==> config.mk <==
export PLATFORM = sky130hd
export DESIGN_NAME = step_motor_driver_flat
export DESIGN_NICKNAME = d
export VERILOG_FILES = /design/src/rtl/step_motor_pkg.sv /design/src/rtl/step_motor_driver_if.sv /design/src/rtl/sig_sync.sv /design/src/rtl/step_motor_driver.sv /design/src/flat_wrapper.sv
export SDC_FILE = /design/constraint.sdc
export NUM_CORES = 1
export LEC_CHECK = 0
export BUFFER_PORTS_ARGS = -buffer_cell sky130_fd_sc_hd__buf_2
export CAP_MARGIN = 20
export CORE_MARGIN = 2
export CORE_UTILIZATION = 30
export CTS_BUF_LIST = sky130_fd_sc_hd__clkbuf_4
export CTS_CLUSTER_SIZE = 10
export DETAILED_ROUTE_END_ITERATION = 8
export PLACE_DENSITY = 0.57
export SLEW_MARGIN = 20
export SYNTH_ARGS = -nofsm -noshare
export SYNTH_HDL_FRONTEND = slang
export SYNTH_SLANG_ARGS = --single-unit
==> constraint.sdc <==
create_clock -name clk -period 6.9 [get_ports clk]
set_clock_uncertainty 0.05 [all_clocks]
set_input_delay 1.035 -clock clk [delete_from_list [all_inputs] [get_ports clk]]
set_output_delay 1.035 -clock clk [all_outputs]
set_load 0.03 [all_outputs]
==> src/rtl/step_motor_pkg.sv <==
// Shared definitions for the stepper pulse/direction generator: FSM encoding,
// minimum step period and synchronizer depth.
package step_motor_pkg;

  typedef enum logic [1:0] {
    ST_IDLE  = 2'd0,
    ST_SETUP = 2'd1,
    ST_RUN   = 2'd2
  } state_e;

  localparam int unsigned MIN_PERIOD = 2;
  localparam int unsigned SYNC_DEPTH = 2;

endpackage

==> src/rtl/step_motor_driver_if.sv <==
// Command/status bundle between a motor control port of the CPU and one
// step_motor_driver instance.
interface step_motor_driver_if #(
  parameter int C_SPEED_DATA_WIDTH  = 32,
  parameter int C_STEP_NUMBER_WIDTH = 32
);

  logic                           ctl_start;
  logic                           ctl_stop;
  logic [C_SPEED_DATA_WIDTH-1:0]  ctl_speed;
  logic [C_STEP_NUMBER_WIDTH-1:0] ctl_step;
  logic                           ctl_dir;
  logic                           ctl_mod_remain;
  logic [C_STEP_NUMBER_WIDTH-1:0] ctl_new_remain;
  logic                           ctl_state;
  logic [C_SPEED_DATA_WIDTH-1:0]  ctl_rt_speed;
  logic [C_STEP_NUMBER_WIDTH-1:0] ctl_position;
  logic                           ctl_zpsign;
  logic                           ctl_tpsign;

  modport master (
    output ctl_start, ctl_stop, ctl_speed, ctl_step, ctl_dir,
           ctl_mod_remain, ctl_new_remain,
    input  ctl_state, ctl_rt_speed, ctl_position, ctl_zpsign, ctl_tpsign
  );

  modport slave (
    input  ctl_start, ctl_stop, ctl_speed, ctl_step, ctl_dir,
           ctl_mod_remain, ctl_new_remain,
    output ctl_state, ctl_rt_speed, ctl_position, ctl_zpsign, ctl_tpsign
  );

endinterface

==> src/rtl/sig_sync.sv <==
// Multi-flop synchronizer bringing an asynchronous limit sensor into the clk domain.
module sig_sync
  import step_motor_pkg::*;
(
  input  logic clk,
  input  logic resetn,
  input  logic din,
  output logic dout
);

  logic [SYNC_DEPTH-1:0] sync_q;
  logic [SYNC_DEPTH-1:0] sync_d;

  always_comb begin
    sync_d = {sync_q[SYNC_DEPTH-2:0], din};
  end

  always_ff @(posedge clk or negedge resetn) begin
    if (!resetn) begin
      sync_q <= '0;
    end else begin
      sync_q <= sync_d;
    end
  end

  assign dout = sync_q[SYNC_DEPTH-1];

endmodule

==> src/rtl/step_motor_driver.sv <==
// STEP/DIR pulse generator for one motor axis: latches a move command, emits
// fixed-period step pulses, tracks absolute position and honours limit sensors.
module step_motor_driver
  import step_motor_pkg::*;
#(
  parameter int C_SPEED_DATA_WIDTH  = 32,
  parameter int C_STEP_NUMBER_WIDTH = 32
) (
  input  logic                clk,
  input  logic                resetn,
  step_motor_driver_if.slave  ctl,
  input  logic                zpd,
  input  logic                tpd,
  output logic                drv_pulse,
  output logic                drv_dir
);

  localparam int SW = C_SPEED_DATA_WIDTH;
  localparam int NW = C_STEP_NUMBER_WIDTH;

  state_e                state_q,  state_d;
  logic [SW-1:0]         period_q, period_d;
  logic [SW-1:0]         cnt_q,    cnt_d;
  logic [NW-1:0]         remain_q, remain_d;
  logic signed [NW-1:0]  pos_q,    pos_d;
  logic                  dir_q,    dir_d;
  logic                  stop_q,   stop_d;
  logic                  pulse_q,  pulse_d;

  logic zp_sync;
  logic tp_sync;
  logic start_ok;
  logic limit_hit;
  logic period_end;

  function automatic logic [SW-1:0] clamp_period(input logic [SW-1:0] spd);
    if (spd < SW'(MIN_PERIOD)) begin
      return SW'(MIN_PERIOD);
    end
    return spd;
  endfunction

  function automatic logic signed [NW-1:0] step_position(
    input logic signed [NW-1:0] pos,
    input logic                 dir
  );
    if (dir) begin
      return pos + NW'(1);
    end
    return pos - NW'(1);
  endfunction

  sig_sync u_zp_sync (
    .clk    (clk),
    .resetn (resetn),
    .din    (zpd),
    .dout   (zp_sync)
  );

  sig_sync u_tp_sync (
    .clk    (clk),
    .resetn (resetn),
    .din    (tpd),
    .dout   (tp_sync)
  );

  // A start never launches a move that would immediately drive into the sensor it targets.
  assign start_ok   = ctl.ctl_start && !ctl.ctl_stop && (ctl.ctl_step != '0) &&
                      !(ctl.ctl_dir ? tp_sync : zp_sync);
  assign limit_hit  = dir_q ? tp_sync : zp_sync;
  assign period_end = (cnt_q == period_q - SW'(1));

  always_comb begin
    state_d  = state_q;
    period_d = period_q;
    cnt_d    = cnt_q;
    remain_d = remain_q;
    pos_d    = pos_q;
    dir_d    = dir_q;
    stop_d   = stop_q;
    unique case (state_q)
      ST_IDLE: begin
        if (start_ok) begin
          state_d  = ST_SETUP;
          period_d = clamp_period(ctl.ctl_speed);
          remain_d = ctl.ctl_step;
          dir_d    = ctl.ctl_dir;
          stop_d   = 1'b0;
          cnt_d    = '0;
        end
      end
      ST_SETUP: begin
        cnt_d   = '0;
        state_d = ctl.ctl_stop ? ST_IDLE : ST_RUN;
      end
      ST_RUN: begin
        // cnt_q == 0 is the cycle the STEP pin is high for the first time this period.
        if (cnt_q == '0) begin
          remain_d = remain_q - NW'(1);
          pos_d    = step_position(pos_q, dir_q);
        end
        if (ctl.ctl_stop) begin
          stop_d = 1'b1;
        end else if (ctl.ctl_mod_remain) begin
          remain_d = ctl.ctl_new_remain;
        end
        if (period_end) begin
          cnt_d = '0;
          if ((remain_d == '0) || stop_d || limit_hit) begin
            state_d = ST_IDLE;
            stop_d  = 1'b0;
            if (!dir_q && zp_sync) begin
              pos_d = '0;
            end
          end
        end else begin
          cnt_d = cnt_q + SW'(1);
        end
      end
      default: begin
        state_d = ST_IDLE;
      end
    endcase
    pulse_d = (state_d == ST_RUN) && (cnt_d < (period_d >> 1));
  end

  always_ff @(posedge clk or negedge resetn) begin
    if (!resetn) begin
      state_q  <= ST_IDLE;
      period_q <= '0;
      cnt_q    <= '0;
      remain_q <= '0;
      pos_q    <= '0;
      dir_q    <= 1'b0;
      stop_q   <= 1'b0;
      pulse_q  <= 1'b0;
    end else begin
      state_q  <= state_d;
      period_q <= period_d;
      cnt_q    <= cnt_d;
      remain_q <= remain_d;
      pos_q    <= pos_d;
      dir_q    <= dir_d;
      stop_q   <= stop_d;
      pulse_q  <= pulse_d;
    end
  end

  assign drv_pulse        = pulse_q;
  assign drv_dir          = dir_q;
  assign ctl.ctl_state    = (state_q != ST_IDLE);
  assign ctl.ctl_rt_speed = (state_q != ST_IDLE) ? period_q : '0;
  assign ctl.ctl_position = pos_q;
  assign ctl.ctl_zpsign   = zp_sync;
  assign ctl.ctl_tpsign   = tp_sync;

endmodule

==> src/flat_wrapper.sv <==
// flat-port wrapper written by rule: the top's interface ports become plain ports
module step_motor_driver_flat import step_motor_pkg::*;
#(
  parameter int C_SPEED_DATA_WIDTH  = 32,
  parameter int C_STEP_NUMBER_WIDTH = 32
)
  (clk, resetn, zpd, tpd, drv_pulse, drv_dir, ctl_ctl_start, ctl_ctl_stop, ctl_ctl_speed, ctl_ctl_step, ctl_ctl_dir, ctl_ctl_mod_remain, ctl_ctl_new_remain, ctl_ctl_state, ctl_ctl_rt_speed, ctl_ctl_position, ctl_ctl_zpsign, ctl_ctl_tpsign);
  step_motor_driver_if #(.C_SPEED_DATA_WIDTH(C_SPEED_DATA_WIDTH), .C_STEP_NUMBER_WIDTH(C_STEP_NUMBER_WIDTH)) ctl_i ();
  input  logic clk;
  input  logic resetn;
  input  logic zpd;
  input  logic tpd;
  output logic drv_pulse;
  output logic drv_dir;
  input wire logic [$bits(ctl_i.ctl_start)-1:0] ctl_ctl_start;
  input wire logic [$bits(ctl_i.ctl_stop)-1:0] ctl_ctl_stop;
  input wire logic [$bits(ctl_i.ctl_speed)-1:0] ctl_ctl_speed;
  input wire logic [$bits(ctl_i.ctl_step)-1:0] ctl_ctl_step;
  input wire logic [$bits(ctl_i.ctl_dir)-1:0] ctl_ctl_dir;
  input wire logic [$bits(ctl_i.ctl_mod_remain)-1:0] ctl_ctl_mod_remain;
  input wire logic [$bits(ctl_i.ctl_new_remain)-1:0] ctl_ctl_new_remain;
  output wire logic [$bits(ctl_i.ctl_state)-1:0] ctl_ctl_state;
  output wire logic [$bits(ctl_i.ctl_rt_speed)-1:0] ctl_ctl_rt_speed;
  output wire logic [$bits(ctl_i.ctl_position)-1:0] ctl_ctl_position;
  output wire logic [$bits(ctl_i.ctl_zpsign)-1:0] ctl_ctl_zpsign;
  output wire logic [$bits(ctl_i.ctl_tpsign)-1:0] ctl_ctl_tpsign;
  assign ctl_i.ctl_start = ctl_ctl_start;
  assign ctl_i.ctl_stop = ctl_ctl_stop;
  assign ctl_i.ctl_speed = ctl_ctl_speed;
  assign ctl_i.ctl_step = ctl_ctl_step;
  assign ctl_i.ctl_dir = ctl_ctl_dir;
  assign ctl_i.ctl_mod_remain = ctl_ctl_mod_remain;
  assign ctl_i.ctl_new_remain = ctl_ctl_new_remain;
  assign ctl_ctl_state = ctl_i.ctl_state;
  assign ctl_ctl_rt_speed = ctl_i.ctl_rt_speed;
  assign ctl_ctl_position = ctl_i.ctl_position;
  assign ctl_ctl_zpsign = ctl_i.ctl_zpsign;
  assign ctl_ctl_tpsign = ctl_i.ctl_tpsign;
  step_motor_driver #(.C_SPEED_DATA_WIDTH(C_SPEED_DATA_WIDTH), .C_STEP_NUMBER_WIDTH(C_STEP_NUMBER_WIDTH)) u_core (.clk(clk), .resetn(resetn), .ctl(ctl_i), .zpd(zpd), .tpd(tpd), .drv_pulse(drv_pulse), .drv_dir(drv_dir));
endmodule
## Word level (Yosys, flattened, before mapping)

Cells that the tools add are included.

| word-level totals | value |
|---|---|
| register bits | 137 |
| output and inout port bits | 69 |

| cells by class | value |
|---|---|
| add/subtract/negate cells | 5 |
| $lt $le $gt $ge | 2 |
| equality and inequality tests | 5 |
| mux-type cells | 39 |
| reduce and logical (&&, ||, !) cells | 18 |

Operators by type and width:

| cell | number |
|---|---|
| $mux W32 | 18 |
| $pmux W32 S3 | 1 |
| $logic_not A32 Y1 | 2 |
| $pmux W32 S2 | 1 |
| $sub A32 B1 Y32 const B | 2 |
| $add A32 B1 Y32 const B | 1 |
| $add A32 B2 Y32 const B | 1 |
| $eq A32 B32 Y1 | 1 |
| $lt A32 B2 Y1 const B | 1 |
| $lt A32 B31 Y1 | 1 |
| $reduce_bool A32 Y1 | 1 |
| $sub A32 B2 Y32 const B | 1 |
| $mux W1 | 13 |
| $mux W2 | 4 |
| $pmux W2 S3 | 1 |
| $logic_and A1 B1 Y1 | 5 |
| $eq A2 B2 Y1 const B | 2 |
| $reduce_and A2 Y1 | 2 |
| $reduce_bool A2 Y1 | 2 |
| $logic_not A1 Y1 | 3 |
| $eq A2 B1 Y1 const B | 1 |
| $logic_not A2 Y1 | 1 |
| $logic_or A1 B1 Y1 | 2 |
| $ne A2 B1 Y1 const B | 1 |
| $pmux W1 S2 | 1 |

## Depth between registers and ports, before layout

| depth | value |
|---|---|
| depth after elaboration | 13 |
| gate-level depth with buffers | 24 |
| mapped depth without buffers | 23 |

## Cells and area by module

Synthesis repeated with hierarchy kept, for this count alone.

| second synthesis, totals | value |
|---|---|
| cells, all modules | 1273 |
| area total of the unflattened synthesis | 10635.2 um2 |

Modules (own cells, without submodules):

| module | times used | cells an instance | area each (um2) | seq. area each (um2) |
|---|---|---|---|---|
| step_motor_driver | 1 | 1269 | 10535.1 | 3328.2 |
| sig_sync | 2 | 2 | 50.0 | 50.0 |

## Worst setup path after synthesis

Ideal clock, no wire load.

| timing | value |
|---|---|
| path type | reg-to-reg |
| from | reg u_core.period_q[17] |
| to | reg u_core.pulse_q, in the netlist u_core.drv_pulse |
| setup time | 0.067 ns |
| arrival time | 4.980 ns |
| data required time | 6.783 ns |
| slack | 1.802 ns |
| stages on the path, launching flop included | 25 |
| buffers on the path | 3 |
| cell sequence | dfrtp_1 -> buf_2 -> or4_4 -> or3_1 -> buf_2 -> or4b_4 -> xnor2_1 -> a31oi_1 -> or4b_4 -> o21ai_4 -> inv_2 -> buf_2 -> a31oi_1 -> nand2_1 -> ha_1 -> a21o_1 -> a21o_1 -> a21oi_1 -> nor2b_1 -> o21ai_0 -> nand2b_1 -> a21oi_1 -> nor2_1 -> nor4_1 -> o2111a_1 |

| on the way | value |
|---|---|
| longest elaborated chain between the ends | 6 |
| elaborated cells between the ends (all ways) | 11 |
| those cells by class | 1 x add/sub; 1 x order compare; 2 x eq/ne; 6 x mux; 1 x reduce/logical |

Ends and longest elaborated chain:

| what | RTL line | RTL |
|---|---|---|
| start, declared | step_motor_driver.sv:22 | `logic [SW-1:0] period_q, period_d;` |
| start signal, assigned | step_motor_driver.sv:139 | `period_q <= period_d;` |
| $sub A32 B1 Y32 | step_motor_driver.sv:71 | `assign period_end = (cnt_q == period_q - SW'(1));` |
| $eq A32 B32 Y1 | step_motor_driver.sv:71 |  |
| $mux W32 | step_motor_driver.sv:107 | `if (period_end) begin` |
| $pmux W32 S3 | step_motor_driver.sv:81 | `unique case (state_q)` |
| named net u_core.cnt_d[9] | step_motor_driver.sv:23 | `logic [SW-1:0] cnt_q, cnt_d;` |
| $lt A32 B31 Y1 | step_motor_driver.sv:124 | `pulse_d = (state_d == ST_RUN) && (cnt_d < (period_d >> 1));` |
| $logic_and A1 B1 Y1 | step_motor_driver.sv:124 |  |
| named net u_core.pulse_d | step_motor_driver.sv:28 | `logic pulse_q, pulse_d;` |
| end signal, assigned | step_motor_driver.sv:145 | `pulse_q <= pulse_d;` |
| end, declared | step_motor_driver.sv:28 |  |

The timed path passes the listed nets, and every way through them passes these cells.
A chain may end at the register's enable or synchronous reset.

## Final worst setup path

| timing | value |
|---|---|
| from | reg u_core.period_q[0] |
| to | reg u_core.pulse_q, in the netlist u_core.drv_pulse |

The elaborated chain is that of the path after synthesis.

==> metrics <==
status complete, no violations; # rows 71; Synth Instances 1,391; Synth Area in Simple Gates 26.18%; area share of the largest cell type after synthesis 30.15%; Placer Congestion 0.8945; Leak Pwr 5.767 nW; slew margin rel. roughly 25%; MaxCap Viol Count 0; Setup WS post-layout 0.6983 ns; Finished Cell Area around 13,000 um^2; DRT iter0 DRCs 788; Die ar. 39,480 um^2; Sink Count 137; Antenna Nets Post-Route 0; PD cells 431.1 nW/um^2; vias in the first global route 10,430; critical path launch point type register; CTS tree done; DR WL/cell approximately 19 um; commonest non-fill, non-tap cell in the layout buf_2; Hold Crit Start u_core.u_tp_sync.sync_q[0]; Fin. Hold Viols 0; Post-synth EDFFs 0; Tcrit/Tclk final 89.88%; # Post-CTS Setup Buffers 0; CP Class reg -> reg; Core Util, Final around a third; Distinct cells, synth 80; Max Slew Vio Count 0; DP Worst Slack 0.8777 ns; num ports 173; drt drc 0; Gates resized, CTS repair 0; hold slack final 0.3179 ns; largest cells by area after synthesis dfrtp_1 30%, ha_1 7.0%, xnor2_1 4.1%; most frequent cells in the layout 171 x buf_2, 137 x dfrtp_1, 107 x nor2_1; Initial DRT Pass Iterations 5; # hold bufs at CTS 0; clk slew on worst S/H paths 0.15 ns; worst r2r path cells 19; Synth async-reset ratio 100.0%; Worst R2R Setup Slack 0.70 ns; Worst-Margin Slew about 1.1 ns; Mapped Nets 1,560; I/O Buffers ~170; Final nets 1,671; Reg2Reg Launch Point u_core.period_q[0]; layout cell share with drive strength beyond 1 17.11%; GRT overflow 0; Chip Width 198.7 um; Post-Synthesis Cell Area 11,370 um^2; #FFs+latches synth 137; DIE HEIGHT 198.7 um; Worst VDD drop 0.1848 mV; XOR/XNOR share of the synthesized area 6.162%; largest net degree at the start of global routing 92; final WL 38.06 mm; H-tree depth 4; most used flip-flop cell after synthesis dfrtp_1; clock buffer count from CTS 17; hold crit path type reg -> reg; Avg Inst Size Synth a little over 8 um^2; Seq/Total Area, Yosys 30.15%; post-synthesis compound-gate area fraction 21.62%; Core Region roughly 37,000 um^2; clk buf depth 2; Crit Path Max Fanout 24; final setup fails 0; vias per cell 5.521; Worst-Skew Late Latency ~0.62 ns; Initial Util 30.33%; area leader, netlist dfrtp_1; Critical R2R Capture u_core.drv_pulse; Achievable Freq 0.1612 GHz; global-route wire length before repair around 59 mm; initial antenna violation count 1; area delta synth->final 13.42%; Arr. time, crit path between 6 and 7 ns; largest family of logic cells by synthesized area simple AND/OR/NAND/NOR gates; crit path time final 6.202 ns; RSZ-0062 raised after global routing false; DP Wirelength 28.82 mm; hold depth 0; setup tns final 0 ns; adder-cell share of the synthesized area a little over 7%; detailed-route via count 11,190; Critical Path RT 7.38 ns; Synth warnings 0; Post-DP Area 12,630 um^2; CP endpoint kind register; Global Route Usage Sum 19.22%; mux cell area share after synthesis 3.389%; WHS Endpoint u_core.u_tp_sync.sync_q[1]; CTS root buf clkbuf_4
==> state kept, by name, summed over array words and instances (netlist names) <==
name	flops
u_core.cnt_q	32
u_core.ctl.ctl_position	32
u_core.period_q	32
u_core.remain_q	32
u_core.state_q	2
u_core.u_tp_sync.sync_q	2
u_core.u_zp_sync.sync_q	2
u_core.drv_dir	1
u_core.drv_pulse	1
u_core.stop_q	1
==> power by group <==
| part | switching, mW | internal, mW |
|---|---|---|
| Sequential | 0.437 | 1.07 |
| Combinational | 2.13 | 1.39 |
| Clock | 0.341 | 0.183 |
==> per-layer routing <==
metal / share of wire (%) / GRT usage (%) / vias to the layer above
met4: 2.8 / 7.048 / 0
met5: 0 / 0 / -
met1: 45 / 25.17 / 5343
met2: 47 / 31.71 / 382
li1: - / - / 5402
met3: 5.9 / 3.306 / 58
==> critical path: stages, from the launching register on <==
cell and delay [ns]:
dfrtp_1 0.46, inv_1 0.11, ha_1 0.22, nor4b_2 0.60, nand2_1 0.31, or4b_1 0.57
o21ai_0 0.23, nand3_1 0.14, or4b_4 0.58, o21ai_4 0.55, buf_4 0.31, nor2_1 0.07
o21ai_0 0.18, o31ai_1 0.12, ha_1 0.29, nand4_1 0.13, nor4_1 0.39, nand2_1 0.17
or3_1 0.39, o2111a_1 0.24
==> synth_stat cells (all sizes together) (8+ instances only) <==
library cell	number
dfrtp	137
nor2	110
nand2	101
o21ai	92
clkbuf	81
a21oi	73
nor4	66
ha	64
inv	55
xnor2	53
nor2b	45
nand4	40
nor3	35
mux2i	34
a22o	29
nand3	27
xor2	27
a21o	24
a31oi	24
o31ai	22
a22oi	20
nand2b	20
and3	19
or3	18
or4	18
buf	15
o211ai	10
or2	9
a211oi	8
o31a	8
==> logic make-up (layout without fill, tap and decap cells) <==
logic type	count (synthesis)	count (layout)
AND/OR/NAND/NOR	550	550
AO/OA/AOI/OAI	369	369
buffers and inverters	152	275
flip-flops	137	137
XOR/XNOR	80	80
adder cells (fa/ha/maj)	65	65
multiplexers	38	38
other	0	1
==> area by class of cell <==
class / instances / area (um^2)
fill: 4055 / 24590
tap: 511 / 639.4
inverter: 56 / 210.2
antenna: 1 / 2.502
multi-input combinational: 1102 / 7377
timing repair buffer: 188 / 994.7
sequential: 137 / 3428
clock inverter: 12 / 102.6
clock buffer: 19 / 142.6
==> per-stage QoR <==
step / cells / total power [mW]
final: 2026 / 5.559
after global routing: 2026 / 6.051
after CTS: 2024 / 5.559
after detailed placement: 1993 / 5.015
after global placement: 1993 / 4.970
after floorplan: 1391 / 4.100
==> worst max path at each step <==
stage	from	end	slack [ns]	cells past startpoint
floorplan	u_core.period_q[17]	u_core.drv_pulse	1.80	24
global placement	u_core.period_q[0]	u_core.drv_pulse	1.12	23
detailed placement	u_core.period_q[0]	u_core.drv_pulse	0.88	23
CTS	u_core.period_q[0]	u_core.drv_pulse	0.82	23
global route	u_core.period_q[0]	u_core.drv_pulse	0.33	23
finish	u_core.period_q[0]	u_core.drv_pulse	0.70	19
(Power assumes the default switching activity.)
